## config.mk

```make
export PLATFORM = sky130hd
export DESIGN_NAME = apb_uart_tx_slave_flat
export DESIGN_NICKNAME = d
export VERILOG_FILES = /design/src/rtl/apb_uart_tx_slave_if.sv /design/src/rtl/apb_uart_tx_slave.sv /design/src/flat_wrapper.sv
export SDC_FILE = /design/constraint.sdc
export NUM_CORES = 1
export LEC_CHECK = 0
export CAP_MARGIN = 10
export CORE_MARGIN = 5
export CORE_UTILIZATION = 30
export CTS_BUF_LIST = sky130_fd_sc_hd__clkbuf_8
export CTS_CLUSTER_SIZE = 14
export DETAILED_ROUTE_END_ITERATION = 16
export PLACE_DENSITY = 0.45
export SKIP_CTS_REPAIR_TIMING = 1
export SLEW_MARGIN = 20
export SYNTH_ARGS = -nofsm -noshare
export SYNTH_HDL_FRONTEND = slang
export SYNTH_SLANG_ARGS = --single-unit
```

## constraint.sdc

```tcl
create_clock -name PCLK -period 7.6 [get_ports PCLK]
set_clock_uncertainty 0.15 [all_clocks]
set_input_delay 1.52 -clock PCLK [delete_from_list [all_inputs] [get_ports PCLK]]
set_output_delay 1.52 -clock PCLK [all_outputs]
set_load 0.005 [all_outputs]
```

## src/rtl/apb_uart_tx_slave_if.sv

```systemverilog
// rtl/apb_uart_tx_slave_if.sv - APB signal bundle (4-bit address, 8-bit data) for the UART TX slave
interface apb_uart_tx_slave_if;
    logic       PSEL;
    logic       PENABLE;
    logic       PWRITE;
    logic [3:0] PADDR;
    logic [7:0] PWDATA;
    logic [7:0] PRDATA;
    logic       PREADY;

    modport master (
        output PSEL, PENABLE, PWRITE, PADDR, PWDATA,
        input  PRDATA, PREADY
    );

    modport slave (
        input  PSEL, PENABLE, PWRITE, PADDR, PWDATA,
        output PRDATA, PREADY
    );
endinterface

```

## src/rtl/apb_uart_tx_slave.sv

```systemverilog
// rtl/apb_uart_tx_slave.sv - APB slave with TX FIFO and 8N1 UART serialiser
module apb_uart_tx_slave #(
    parameter int         FIFO_DEPTH = 8,
    parameter logic [7:0] BAUD_RESET = 8'd15
) (
    input  logic                  PCLK,
    input  logic                  PRESETn,
    apb_uart_tx_slave_if.slave    apb,
    output logic                  tx_o,
    output logic                  irq_o
);
    localparam int PW = $clog2(FIFO_DEPTH);

    typedef enum logic [1:0] {S_IDLE, S_START, S_DATA, S_STOP} state_t;

    logic [7:0]    mem_q [FIFO_DEPTH];
    logic [PW-1:0] wr_ptr_q, rd_ptr_q;
    logic [3:0]    count_q;
    logic          ovf_q, tx_en_q, irq_en_q, irq_q;
    logic [7:0]    bauddiv_q;

    state_t        state_q, state_d;
    logic [7:0]    timer_q, timer_d;
    logic [2:0]    idx_q, idx_d;
    logic [7:0]    shift_q, shift_d;
    logic [7:0]    baud_lat_q, baud_lat_d;

    logic access, wr_en, push, pop, launch;
    logic full, empty, busy, bit_end, start_ok;

    assign access   = apb.PSEL & apb.PENABLE;
    assign wr_en    = access & apb.PWRITE;
    assign push     = wr_en && (apb.PADDR == 4'h0);
    assign full     = (count_q == 4'(FIFO_DEPTH));
    assign empty    = (count_q == 4'd0);
    assign busy     = (state_q != S_IDLE);
    assign bit_end  = (timer_q == 8'd0);
    assign start_ok = tx_en_q & ~empty;

    assign apb.PREADY = access;
    assign irq_o      = irq_q;

    always_comb begin
        apb.PRDATA = 8'h00;
        if (apb.PSEL && !apb.PWRITE) begin
            case (apb.PADDR)
                4'h1:    apb.PRDATA = {count_q, ovf_q, busy, empty, full};
                4'h2:    apb.PRDATA = {6'b0, irq_en_q, tx_en_q};
                4'h3:    apb.PRDATA = bauddiv_q;
                default: apb.PRDATA = 8'h00;
            endcase
        end
    end

    always_comb begin
        state_d    = state_q;
        timer_d    = timer_q;
        idx_d      = idx_q;
        shift_d    = shift_q;
        baud_lat_d = baud_lat_q;
        launch     = 1'b0;
        if (!bit_end) timer_d = timer_q - 8'd1;
        case (state_q)
            S_IDLE: launch = start_ok;
            S_START: if (bit_end) begin
                state_d = S_DATA;
                timer_d = baud_lat_q;
                idx_d   = 3'd0;
            end
            S_DATA: if (bit_end) begin
                timer_d = baud_lat_q;
                if (idx_q == 3'd7) begin
                    state_d = S_STOP;
                end else begin
                    shift_d = shift_q >> 1;
                    idx_d   = idx_q + 3'd1;
                end
            end
            S_STOP: if (bit_end) begin
                if (start_ok) launch  = 1'b1;
                else          state_d = S_IDLE;
            end
            default: state_d = S_IDLE;
        endcase
        // A new frame always samples the live BAUDDIV; the frame in flight keeps its latched copy.
        if (launch) begin
            shift_d    = mem_q[rd_ptr_q];
            baud_lat_d = bauddiv_q;
            timer_d    = bauddiv_q;
            state_d    = S_START;
        end
    end

    assign pop = launch;

    always_comb begin
        case (state_q)
            S_START: tx_o = 1'b0;
            S_DATA:  tx_o = shift_q[0];
            default: tx_o = 1'b1;
        endcase
    end

    always_ff @(posedge PCLK or negedge PRESETn) begin
        if (!PRESETn) begin
            state_q    <= S_IDLE;
            timer_q    <= 8'd0;
            idx_q      <= 3'd0;
            shift_q    <= 8'd0;
            baud_lat_q <= 8'd0;
        end else begin
            state_q    <= state_d;
            timer_q    <= timer_d;
            idx_q      <= idx_d;
            shift_q    <= shift_d;
            baud_lat_q <= baud_lat_d;
        end
    end

    always_ff @(posedge PCLK) begin
        if (push && (!full || pop)) mem_q[wr_ptr_q] <= apb.PWDATA;
    end

    always_ff @(posedge PCLK or negedge PRESETn) begin
        if (!PRESETn) begin
            wr_ptr_q  <= '0;
            rd_ptr_q  <= '0;
            count_q   <= 4'd0;
            ovf_q     <= 1'b0;
            tx_en_q   <= 1'b0;
            irq_en_q  <= 1'b0;
            bauddiv_q <= BAUD_RESET;
            irq_q     <= 1'b0;
        end else begin
            if (wr_en && (apb.PADDR == 4'h1) && apb.PWDATA[3]) ovf_q <= 1'b0;
            if (wr_en && (apb.PADDR == 4'h2)) begin
                tx_en_q  <= apb.PWDATA[0];
                irq_en_q <= apb.PWDATA[1];
            end
            if (wr_en && (apb.PADDR == 4'h3)) bauddiv_q <= apb.PWDATA;
            case ({push, pop})
                2'b10: begin
                    if (full) begin
                        ovf_q <= 1'b1;
                    end else begin
                        wr_ptr_q <= wr_ptr_q + PW'(1);
                        count_q  <= count_q + 4'd1;
                    end
                end
                2'b01: begin
                    rd_ptr_q <= rd_ptr_q + PW'(1);
                    count_q  <= count_q - 4'd1;
                end
                2'b11: begin
                    wr_ptr_q <= wr_ptr_q + PW'(1);
                    rd_ptr_q <= rd_ptr_q + PW'(1);
                end
                default: ;
            endcase
            irq_q <= irq_en_q & tx_en_q & empty & ~busy;
        end
    end
endmodule
```

## src/flat_wrapper.sv

```systemverilog
// flat-port wrapper written by rule: the top's interface ports become plain ports
module apb_uart_tx_slave_flat 
#(
    parameter int         FIFO_DEPTH = 8,
    parameter logic [7:0] BAUD_RESET = 8'd15
)
  (PCLK, PRESETn, tx_o, irq_o, apb_PSEL, apb_PENABLE, apb_PWRITE, apb_PADDR, apb_PWDATA, apb_PRDATA, apb_PREADY);
  apb_uart_tx_slave_if apb_i ();
  input  logic PCLK;
  input  logic PRESETn;
  output logic tx_o;
  output logic irq_o;
  input wire logic [$bits(apb_i.PSEL)-1:0] apb_PSEL;
  input wire logic [$bits(apb_i.PENABLE)-1:0] apb_PENABLE;
  input wire logic [$bits(apb_i.PWRITE)-1:0] apb_PWRITE;
  input wire logic [$bits(apb_i.PADDR)-1:0] apb_PADDR;
  input wire logic [$bits(apb_i.PWDATA)-1:0] apb_PWDATA;
  output wire logic [$bits(apb_i.PRDATA)-1:0] apb_PRDATA;
  output wire logic [$bits(apb_i.PREADY)-1:0] apb_PREADY;
  assign apb_i.PSEL = apb_PSEL;
  assign apb_i.PENABLE = apb_PENABLE;
  assign apb_i.PWRITE = apb_PWRITE;
  assign apb_i.PADDR = apb_PADDR;
  assign apb_i.PWDATA = apb_PWDATA;
  assign apb_PRDATA = apb_i.PRDATA;
  assign apb_PREADY = apb_i.PREADY;
  apb_uart_tx_slave #(.FIFO_DEPTH(FIFO_DEPTH), .BAUD_RESET(BAUD_RESET)) u_core (.PCLK(PCLK), .PRESETn(PRESETn), .apb(apb_i), .tx_o(tx_o), .irq_o(irq_o));
endmodule
```

==> impl_metrics.csv, run 1 <==
group,metric,value,unit
critical_path,critPathSlowestCell,"clkdlybuf4s50_1",
synthesis,netlist_area,5190,sq um
floorplanning,core_area,17100,sq um
sta,slew_viol_final,0,
place,place_inst,630,
cells_and_area,fin_nets,452,
synthesis,syn_nets,415,
critical_path,cp.buffers_inverters,2,
critical_path,reg2reg_to,"u_core.mem_q[5][6]$_DFFE_PP_",
synthesis,synth_cells,387,
detailed_routing,route.detailed.drc,0,
detailed_routing,routed_wirelength,11300,um
critical_path,crit_path_frequent_cell,"nor2_1",
synthesis,yosysSeqAreaShare,61.7,%
detailed_routing,drt-initial-drc-count,266,
global_route,grt_pass1_wl,18100,um
detailed_routing,wl_per_cell,17.0,um
critical_path,crit_family,"buffers and inverters",
place,portBuffers,27,
place,globalplace.congestion,0.736,
cells_and_area,layout.cells.non_filler,662,
cells_and_area,nFillCells,1670,
worst_hold_path,hold_class,"register to register",
sta,hold_viol,0,
detailed_routing,drt_pass1_iterations,4,
detailed_routing,vias,3156,
critical_path,worstSetupEndpointType,"output pin",
cts,cts_root_buffer,"clkbuf_8",
place,place_ws,2.42,ns
cts,clockBufferDepth,2,
sta,setup-violations-final,0,
sta,fin_ws,2.41,ns
cells_and_area,drive_above_1_share,19.5,%
critical_path,crit_arrival,3.52,ns
critical_path,crit_required,5.93,ns
run_status,status,"finished, final reports clean",
synthesis,synth.avg_cell_area,13.4,sq um
cells_and_area,areaGrowthSynthToFinish,18.0,%
critical_path,reg2reg_from,"u_core.timer_q[0]$_DFF_PN0_",
synthesis,synth-main-ff-cell,"edfxtp_1",
worst_hold_path,min-delay-start,"u_core.baud_lat_q[0]$_DFFE_PN0P_",
detailed_routing,viasPerCell,4.77,
floorplanning,fp.dieW,142,um
critical_path,crit_path_max_incr_delay,0.52,ns
power,p_leak,2.25,nW
flow_run,max_cap_viol_count,0,
sta,clock.fmax,193,MHz
global_route,grt_pass1_vias,3141,
sta,period_needed,5.19,ns
cts,cts_tree,"done",
power,power.density,301,nW/um^2
cts,clkTransAtPathRegs,0.07,ns
cts,cts_sinks,115,
floorplanning,pin_count,28,
synthesis,ys_warn_count,0,
floorplanning,rows,48,
power,peakVddDrop,0.108,mV
critical_path,r2r_setup_slack,4.19,ns
critical_path,worstPathMaxFanout,8,
detailed_routing,detail-route-antenna-nets,0,
sta,worst_pin_slew,0.894,ns
sta,final.setup.tns,0,ns
global_route,antenna_found_initial,0,
floorplanning,initial_core_util,30.3,%
cts,cts-buffers-inserted,17,
synthesis,synth_edf_count,64,
synthesis,yosys_register_bits,115,
floorplanning,die-area,20000,sq um
floorplanning,fp.dieH,142,um
cts,worst_skew_pair.late_latency,0.44,ns
worst_hold_path,holdPathEnd,"u_core.baud_lat_q[0]$_DFFE_PN0P_",
critical_path,crit_chain,"clkdlybuf4s50_1 > nor2_1 > nand2_1 > nor2_1 > a22oi_1 > nor2_1 > clkdlybuf4s50_1",
power,p_total,1.84,mW
critical_path,r2r_cells,7,
critical_path,crit_type,"input pin to output pin",
global_route,grt_max_degree,52,
cts,htree_levels,4,
critical_path,cp-start-kind,"input pin",
cells_and_area,diodes,0,
sta,slew_headroom,40.2,%
place,dp_hpwl,7640,um
global_route,overflow,0,
synthesis,yosysUniqueCellTypes,52,
sta,rsz0062_at_grt,"false",
worst_hold_path,hold_depth,2,
sta,fin_crit_sh,68.3,%
global_route,track_usage,12.0,%
synthesis,synthArstFlopShare,44.3,%
flip-flops by register name (all words and copies together), names as in the netlist:
register,flops
u_core.tx_en_q,1
u_core.irq_en_q,1
u_core.count_q,4
u_core.state_q,2
u_core.ovf_q,1
u_core.bauddiv_q,8
u_core.idx_q,3
u_core.wr_ptr_q,3
u_core.rd_ptr_q,3
u_core.shift_q,8
u_core.timer_q,8
u_core.baud_lat_q,8
u_core.irq_o,1
u_core.mem_q,64
power by group:
group	switching (mW)	total (mW)	internal (mW)
registers	0.0926	0.835	0.742
clock network	0.268	0.594	0.326
logic	0.212	0.415	0.203
total	0.573	1.84	1.27
worst min-delay path, stage by stage, from the launching register on:
cell and delay (ns):
dfrtp_1 0.35, nand2_1 0.05, nand2_1 0.05
cell usage in the layout, fill, tap and decap left out, drive strengths merged, types with 6 or more instances in the layout:
cell type / instances
xnor2: 7
mux4: 16
nor3: 10
ha: 11
clkdlybuf4s50: 26
clkbuf: 17
a22oi: 6
mux2: 15
a211oi: 7
nor2b: 9
dfrtp: 47
inv: 11
nor2: 26
a21oi: 10
nand2: 60
a31oi: 11
edfxtp: 64
o21ai: 10
nand3: 6
buf: 9
final cells by class:
cell class | instances | area [sq um] | area share [%]
Clock inverter | 15 | 180 | 2.94
Sequential cell | 115 | 3200 | 52.3
Inverter | 7 | 26.3 | 0.429
Clock buffer | 17 | 234 | 3.82
Multi-Input combinational cell | 248 | 1870 | 30.6
Tap cell | 225 | 282 | 4.60
Timing Repair Buffer | 35 | 325 | 5.31
stage by stage:
stage,util [%],hold WS [ns],cell area [sq um]
2_1_floorplan,-,0.296,5190
3_3_place_gp,33.3,0.310,5710
3_5_place_dp,33.3,0.314,5710
4_1_cts,35.8,0.333,6120
5_1_grt,35.8,0.350,6120
6_report,35.8,0.329,6120
cell usage after synthesis (2+ instances only):
cell       number  area (sq um)
a32o_1          2          20.0
clkbuf_1        7          26.3
a31oi_1        10          62.6
buf_2           8          40.0
dfrtp_1        47          1180
nor2b_1         9          56.3
nand3b_1        2          15.0
xor2_1          3          26.3
and2_1          3          18.8
o2bb2ai_1       3          26.3
a211oi_2        2          25.0
nor4_1          2          12.5
ha_1           11           138
xnor2_1         7          61.3
buf_6           2          22.5
edfxtp_1       64          1920
o22ai_1         2          12.5
inv_1           7          26.3
a21oi_1        10          50.1
mux4_2         16           360
nor3b_2         2          25.0
dfstp_2         4           105
o21ai_0         9          45.0
nor2_1         25          93.8
a211oi_1        5          37.5
nand2b_1        2          12.5
a21o_1          2          15.0
o211ai_1        3          22.5
nand2_1        60           225
mux2i_1         2          20.0
and3_1          3          18.8
nor3_1          9          45.0
a22oi_1         6          45.0
nand3_1         6          30.0
mux2_2         15           169
per-layer routing:
| layer | track usage (%) | share of wire [%] |
|---|---|---|
| met5 | 0 | 0 |
| met4 | 5.61 | 1.7 |
| met3 | 2.76 | 2.1 |
| met2 | 18.0 | 48 |
| met1 | 16.6 | 48 |
worst max path at each step:
stage / startpoint / endpoint / slack, ns / cells after the start
floorplan: apb_PADDR[0] / apb_PRDATA[2] / 3.52 / 5
global placement: apb_PADDR[3] / apb_PRDATA[6] / 2.52 / 7
detailed placement: apb_PADDR[3] / apb_PRDATA[7] / 2.42 / 7
CTS: apb_PADDR[3] / apb_PRDATA[7] / 2.40 / 7
global route: apb_PADDR[3] / apb_PRDATA[4] / 2.20 / 7
finish: apb_PADDR[3] / apb_PRDATA[7] / 2.41 / 7
cells by family after synthesis:
family                   Yosys count  synth area share, %
AND/OR/NAND/NOR                  132                 12.7
multiplexers                      33                 10.6
AO/OA/AOI/OAI                     62                 8.49
XOR/XNOR                          10                 1.69
adder cells (fa/ha/maj)           11                 2.65
buffers and inverters             24                 2.22
flip-flops                       115                 61.7
(Power assumes the default switching activity.)
==> run 2: changes to the inputs <==
==> constraint.sdc (replaced) <==
create_clock -name PCLK -period 4.85 [get_ports PCLK]
set_clock_uncertainty 0.15 [all_clocks]
set_input_delay 0.97 -clock PCLK [delete_from_list [all_inputs] [get_ports PCLK]]
set_output_delay 0.97 -clock PCLK [all_outputs]
set_load 0.005 [all_outputs]
==> run 2 against run 1 <==
Effect of this change: wire length down 0.75%; first-iteration DRC count decreased by 26%; worst setup slack worse by 1.7 ns; largest power group unchanged; global-route usage decreased by 0.18 points.
==> impl_metrics.csv, run 2 (same netlist as run 1, synthesis figures left out) <==
group,metric,value,unit
detailed_routing,drt_pass1_iterations,4,
detailed_routing,route.detailed.drc,0,
floorplanning,rows,48,
critical_path,crit_arrival,2.99,ns
cts,clkTransAtPathRegs,0.07,ns
critical_path,crit_type,"input pin to output pin",
critical_path,reg2reg_to,"u_core.mem_q[5][4]$_DFFE_PP_",
cells_and_area,final_cell_mix,"edfxtp_1, nand2_1, dfrtp_1",
cells_and_area,areaGrowthSynthToFinish,17.7,%
power,pwr-share-clk,31.3,%
cells_and_area,mostFrequentLayoutCell,"edfxtp_1",
power,peakVddDrop,0.168,mV
cells_and_area,fin_nets,452,
run_status,status,"finished, final reports clean",
flow_run,max_cap_viol_count,0,
cts,cts-buffers-inserted,17,
cts,cts_tree,"done",
worst_hold_path,hold_class,"register to register",
sta,final.setup.tns,0,ns
sta,worst_pin_slew,0.901,ns
global_route,track_usage,11.9,%
critical_path,cp-start-kind,"input pin",
detailed_routing,wl_per_cell,16.9,um
cts,htree_levels,4,
global_route,overflow,0,
cells_and_area,diodes,0,
critical_path,critPathLaunch,"apb_PADDR[3]",
floorplanning,fp.dieW,142,um
cells_and_area,ff_latch_area,3200,sq um
critical_path,reg2reg_from,"u_core.timer_q[0]$_DFF_PN0_",
cts,worst_skew_pair.late_latency,0.42,ns
sta,hold_viol,0,
floorplanning,core_area,17100,sq um
critical_path,worstSetupEndpointType,"output pin",
floorplanning,fp.dieH,142,um
cells_and_area,drive_above_1_share,19.7,%
power,p_comb_share,22.8,%
floorplanning,initial_core_util,30.3,%
power,p_seq_share,45.9,%
power,swShare,30.6,%
cells_and_area,fin_area,6110,sq um
global_route,grt_pass1_vias,3169,
cts,cts_root_buffer,"clkbuf_8",
cells_and_area,final_util,35.7,%
detailed_routing,viasPerCell,4.79,
place,portBuffers,27,
power,switching_power,873,uW
critical_path,r2r_cells,7,
critical_path,crit_required,3.73,ns
sta,fin_crit_sh,84.7,%
global_route,antenna_found_initial,0,
place,globalplace.congestion,0.737,
power,p_int,1.98,mW
cts,cts_sinks,115,
power,power.density,468,nW/um^2
power,p_leak,2.26,nW
detailed_routing,routed_wirelength,11200,um
detailed_routing,drt-initial-drc-count,197,
critical_path,critPathCapture,"apb_PRDATA[5]",
place,dp_hpwl,7470,um
sta,period_needed,4.11,ns
critical_path,worstPathMaxFanout,8,
sta,setup-violations-final,0,
global_route,grt_max_degree,52,
detailed_routing,vias,3173,
sta,slew_viol_final,0,
sta,clock.fmax,243,MHz
cells_and_area,top_register,"u_core.mem_q",
cells_and_area,multi_input_area,1870,sq um
detailed_routing,detail-route-antenna-nets,0,
place,dpl_cell_area,5710,sq um
floorplanning,pin_count,28,
sta,rsz0062_at_grt,"false",
critical_path,r2r_setup_slack,1.39,ns
cells_and_area,nFillCells,1648,
cells_and_area,largest_reg_flops,64,
global_route,grt_pass1_wl,17900,um
cts,clockBufferDepth,2,
sta,slew_headroom,39.7,%
floorplanning,die-area,20000,sq um
==> run 2: worst max-delay path: stages <==
cell             delay (ns)
clkdlybuf4s50_1        0.40
nor2_1                 0.29
nand2_1                0.09
nor2_1                 0.41
a22oi_1                0.18
nor2_1                 0.13
clkdlybuf4s50_1        0.52
==> run 2: worst min path at each step <==
stage / start / end / slack [ns] / cells after the start
6_report: u_core.baud_lat_q[5]$_DFFE_PN0P_ / u_core.baud_lat_q[5]$_DFFE_PN0P_ / 0.33 / 2
5_1_grt: u_core.baud_lat_q[2]$_DFFE_PN0P_ / u_core.baud_lat_q[2]$_DFFE_PN0P_ / 0.36 / 2
4_1_cts: u_core.baud_lat_q[5]$_DFFE_PN0P_ / u_core.baud_lat_q[5]$_DFFE_PN0P_ / 0.33 / 2
3_5_place_dp: u_core.baud_lat_q[5]$_DFFE_PN0P_ / u_core.baud_lat_q[5]$_DFFE_PN0P_ / 0.31 / 2
3_3_place_gp: u_core.baud_lat_q[4]$_DFFE_PN0P_ / u_core.baud_lat_q[4]$_DFFE_PN0P_ / 0.31 / 2
2_1_floorplan: u_core.baud_lat_q[6]$_DFFE_PN0P_ / u_core.baud_lat_q[6]$_DFFE_PN0P_ / 0.30 / 2
==> run 2: routing by layer <==
metal	part of all wire (%)	global-route usage (%)	routed length [um]	vias up
li1	-	-	-	1519
met1	47	16.0	5220	1592
met2	49	18.2	5440	49
met3	3.0	3.07	341	13
met4	1.7	4.85	186	0
met5	0	0	0	-
==> run 2: final cells by class <==
type / instances / share of cell area, %
clock buffer: 17 / 3.83
clock inverter: 15 / 2.76
inverter: 7 / 0.430
multi-input combinational: 248 / 30.6
sequential: 115 / 52.4
tap: 225 / 4.61
timing repair buffer: 35 / 5.32
==> run 2: through the flow <==
step | power [mW] | setup slack (ns) | hold slack (ns) | cells
final | 2.86 | 0.740 | 0.326 | 662
after global routing | 3.03 | 0.506 | 0.357 | 662
after CTS | 2.90 | 0.744 | 0.331 | 662
after detailed placement | 1.99 | 0.752 | 0.314 | 630
after global placement | 1.98 | 0.870 | 0.312 | 630
after floorplan | 1.80 | 1.69 | 0.296 | 387
==> run 2: power groups by stage <==
stage,combinational [mW],sequential [mW],clock [mW]
2_1_floorplan,0.524,1.27,0
3_3_place_gp,0.651,1.33,0
3_5_place_dp,0.660,1.33,0
4_1_cts,0.663,1.31,0.924
5_1_grt,0.736,1.33,0.964
6_report,0.652,1.31,0.895
==> run 3: changes to the inputs <==
==> constraint.sdc (replaced) <==
create_clock -name PCLK -period 4.29 [get_ports PCLK]
set_clock_uncertainty 0.15 [all_clocks]
set_input_delay 0.858 -clock PCLK [delete_from_list [all_inputs] [get_ports PCLK]]
set_output_delay 0.858 -clock PCLK [all_outputs]
set_load 0.005 [all_outputs]
==> run 3 against run 2 <==
Effect of this change: highest routed layer unchanged; combinational power up 8.6%; global-route usage up 0.50 points; cell area up 0.41%; critical path depth unchanged.
==> impl_metrics.csv, run 3 (same netlist as run 1, synthesis figures left out) <==
group,metric,value,unit
cells_and_area,multi_input_area,1870,sq um
place,dp_hpwl,7790,um
detailed_routing,drt-initial-drc-count,181,
cts,cts_tree,"done",
critical_path,r2r_cells,7,
sta,hold_viol,0,
cts,htree_levels,4,
detailed_routing,viasPerCell,4.83,
detailed_routing,routed_wirelength,11400,um
cts,clkTransAtPathRegs,0.07,ns
critical_path,crit_required,3.28,ns
cts,worst_skew_pair.late_latency,0.43,ns
critical_path,crit_chain,"clkdlybuf4s50_1 > nor2_1 > nand2_1 > nor2_1 > a22oi_1 > nor2_1 > clkdlybuf4s50_1",
floorplanning,rows,48,
sta,slew_headroom,38.5,%
cells_and_area,drive_above_1_share,20.0,%
global_route,grt_pass1_vias,3334,
sta,slew_viol_final,0,
cells_and_area,largest_reg_flops,64,
sta,rsz0062_at_grt,"false",
cts,clockBufferDepth,2,
sta,final.setup.tns,0,ns
power,power.density,529,nW/um^2
sta,fin_crit_sh,90.5,%
worst_hold_path,hold_class,"input pin to asynchronous set/reset pin",
power,p_comb_share,21.8,%
global_route,grt_pass1_wl,18700,um
sta,period_needed,3.88,ns
detailed_routing,wl_per_cell,17.2,um
critical_path,reg2reg_to,"u_core.mem_q[4][4]$_DFFE_PP_",
floorplanning,initial_core_util,30.3,%
critical_path,crit_type,"input pin to output pin",
detailed_routing,vias,3213,
cells_and_area,nFillCells,1667,
critical_path,r2r_setup_slack,1.25,ns
floorplanning,fp.dieW,142,um
critical_path,crit_path_max_incr_delay,0.52,ns
floorplanning,pin_count,28,
global_route,overflow,0,
critical_path,cp-start-kind,"input pin",
cts,cts_root_buffer,"clkbuf_8",
detailed_routing,drt_pass1_iterations,4,
cells_and_area,areaGrowthSynthToFinish,18.2,%
cells_and_area,diodes,0,
flow_run,max_cap_viol_count,0,
power,peakVddDrop,0.206,mV
place,place_inst,634,
place,portBuffers,27,
critical_path,critPathSlowestCell,"clkdlybuf4s50_1",
critical_path,worstPathMaxFanout,8,
global_route,antenna_found_initial,0,
cells_and_area,fin_nets,456,
sta,setup-violations-final,0,
sta,clock.fmax,258,MHz
power,pwr-share-clk,31.5,%
cts,cts_sinks,115,
power,switching_power,1.00,mW
cts,cts-buffers-inserted,17,
cells_and_area,ff_latch_area,3200,sq um
power,p_total,3.25,mW
place,globalplace.congestion,0.729,
global_route,grt_max_degree,30,
floorplanning,die-area,20000,sq um
critical_path,crit_arrival,2.87,ns
cells_and_area,layout.cells.non_filler,665,
critical_path,worstSetupEndpointType,"output pin",
cells_and_area,mostFrequentLayoutCell,"edfxtp_1",
critical_path,crit_path_frequent_cell,"nor2_1",
power,p_int,2.24,mW
cells_and_area,top_register,"u_core.mem_q",
critical_path,reg2reg_from,"u_core.state_q[0]$_DFFE_PN0P_",
cells_and_area,fin_area,6140,sq um
run_status,status,"finished, final reports clean",
global_route,track_usage,12.4,%
power,p_seq_share,46.7,%
floorplanning,fp.dieH,142,um
power,p_leak,2.27,nW
sta,worst_pin_slew,0.922,ns
floorplanning,core_area,17100,sq um
detailed_routing,route.detailed.drc,0,
place,dpl_cell_area,5740,sq um
detailed_routing,detail-route-antenna-nets,0,
cells_and_area,final_cell_mix,"edfxtp_1, nand2_1, dfrtp_1",
power,swShare,30.9,%
[run 3: worst max path at each step]
| stage | startpoint | to | slack [ns] | cells after the start |
|---|---|---|---|---|
| after CTS | apb_PADDR[3] | apb_PRDATA[2] | 0.42 | 7 |
| after floorplan | apb_PADDR[3] | u_core.mem_q[0][0]$_DFFE_PP_ | 1.25 | 4 |
| after global routing | apb_PADDR[3] | apb_PRDATA[5] | 0.21 | 7 |
| after detailed placement | apb_PADDR[3] | apb_PRDATA[2] | 0.42 | 7 |
| final | apb_PADDR[3] | apb_PRDATA[2] | 0.41 | 7 |
| after global placement | apb_PADDR[3] | apb_PRDATA[2] | 0.54 | 7 |
[run 3: layout make-up]
class | count | area share (%)
Clock buffer | 17 | 3.81
Clock inverter | 14 | 2.67
Inverter | 7 | 0.428
Multi-Input combinational cell | 248 | 30.5
Sequential cell | 115 | 52.2
Tap cell | 225 | 4.59
Timing Repair Buffer | 39 | 5.79
[run 3: metrics by stage]
step | hold WS [ns] | util (%) | setup slack, ns
2_1_floorplan | 0.296 | - | 1.25
3_3_place_gp | 0.311 | 33.5 | 0.538
3_5_place_dp | 0.314 | 33.5 | 0.425
4_1_cts | 0.235 | 35.8 | 0.423
5_1_grt | 0.281 | 35.8 | 0.210
6_report | 0.248 | 35.8 | 0.408
[run 3: layer usage]
layer	share of wire [%]	wire (um)	vias up	GRT usage (%)
met5	0	0	-	0
met4	1.7	196	0	4.39
met3	3.2	369	15	3.37
met1	47	5380	1631	17.0
met2	48	5460	45	18.9
li1	-	-	1522	-
[run 3: power groups by stage]
stage               clock [mW]  sequential [mW]  combinational, mW
global route              1.10             1.55              0.802
detailed placement           0             1.54              0.718
finish                    1.02             1.52              0.708
CTS                       1.05             1.52              0.721
global placement             0             1.54              0.702
floorplan                    0             1.44              0.593
[run 3: worst max-delay path: cells and delay by family]
| family | cells | cell delay [ns] |
|---|---|---|
| compound gates | 1 | 0.18 |
| buf+inv | 2 | 0.92 |
| simple gates | 4 | 0.91 |
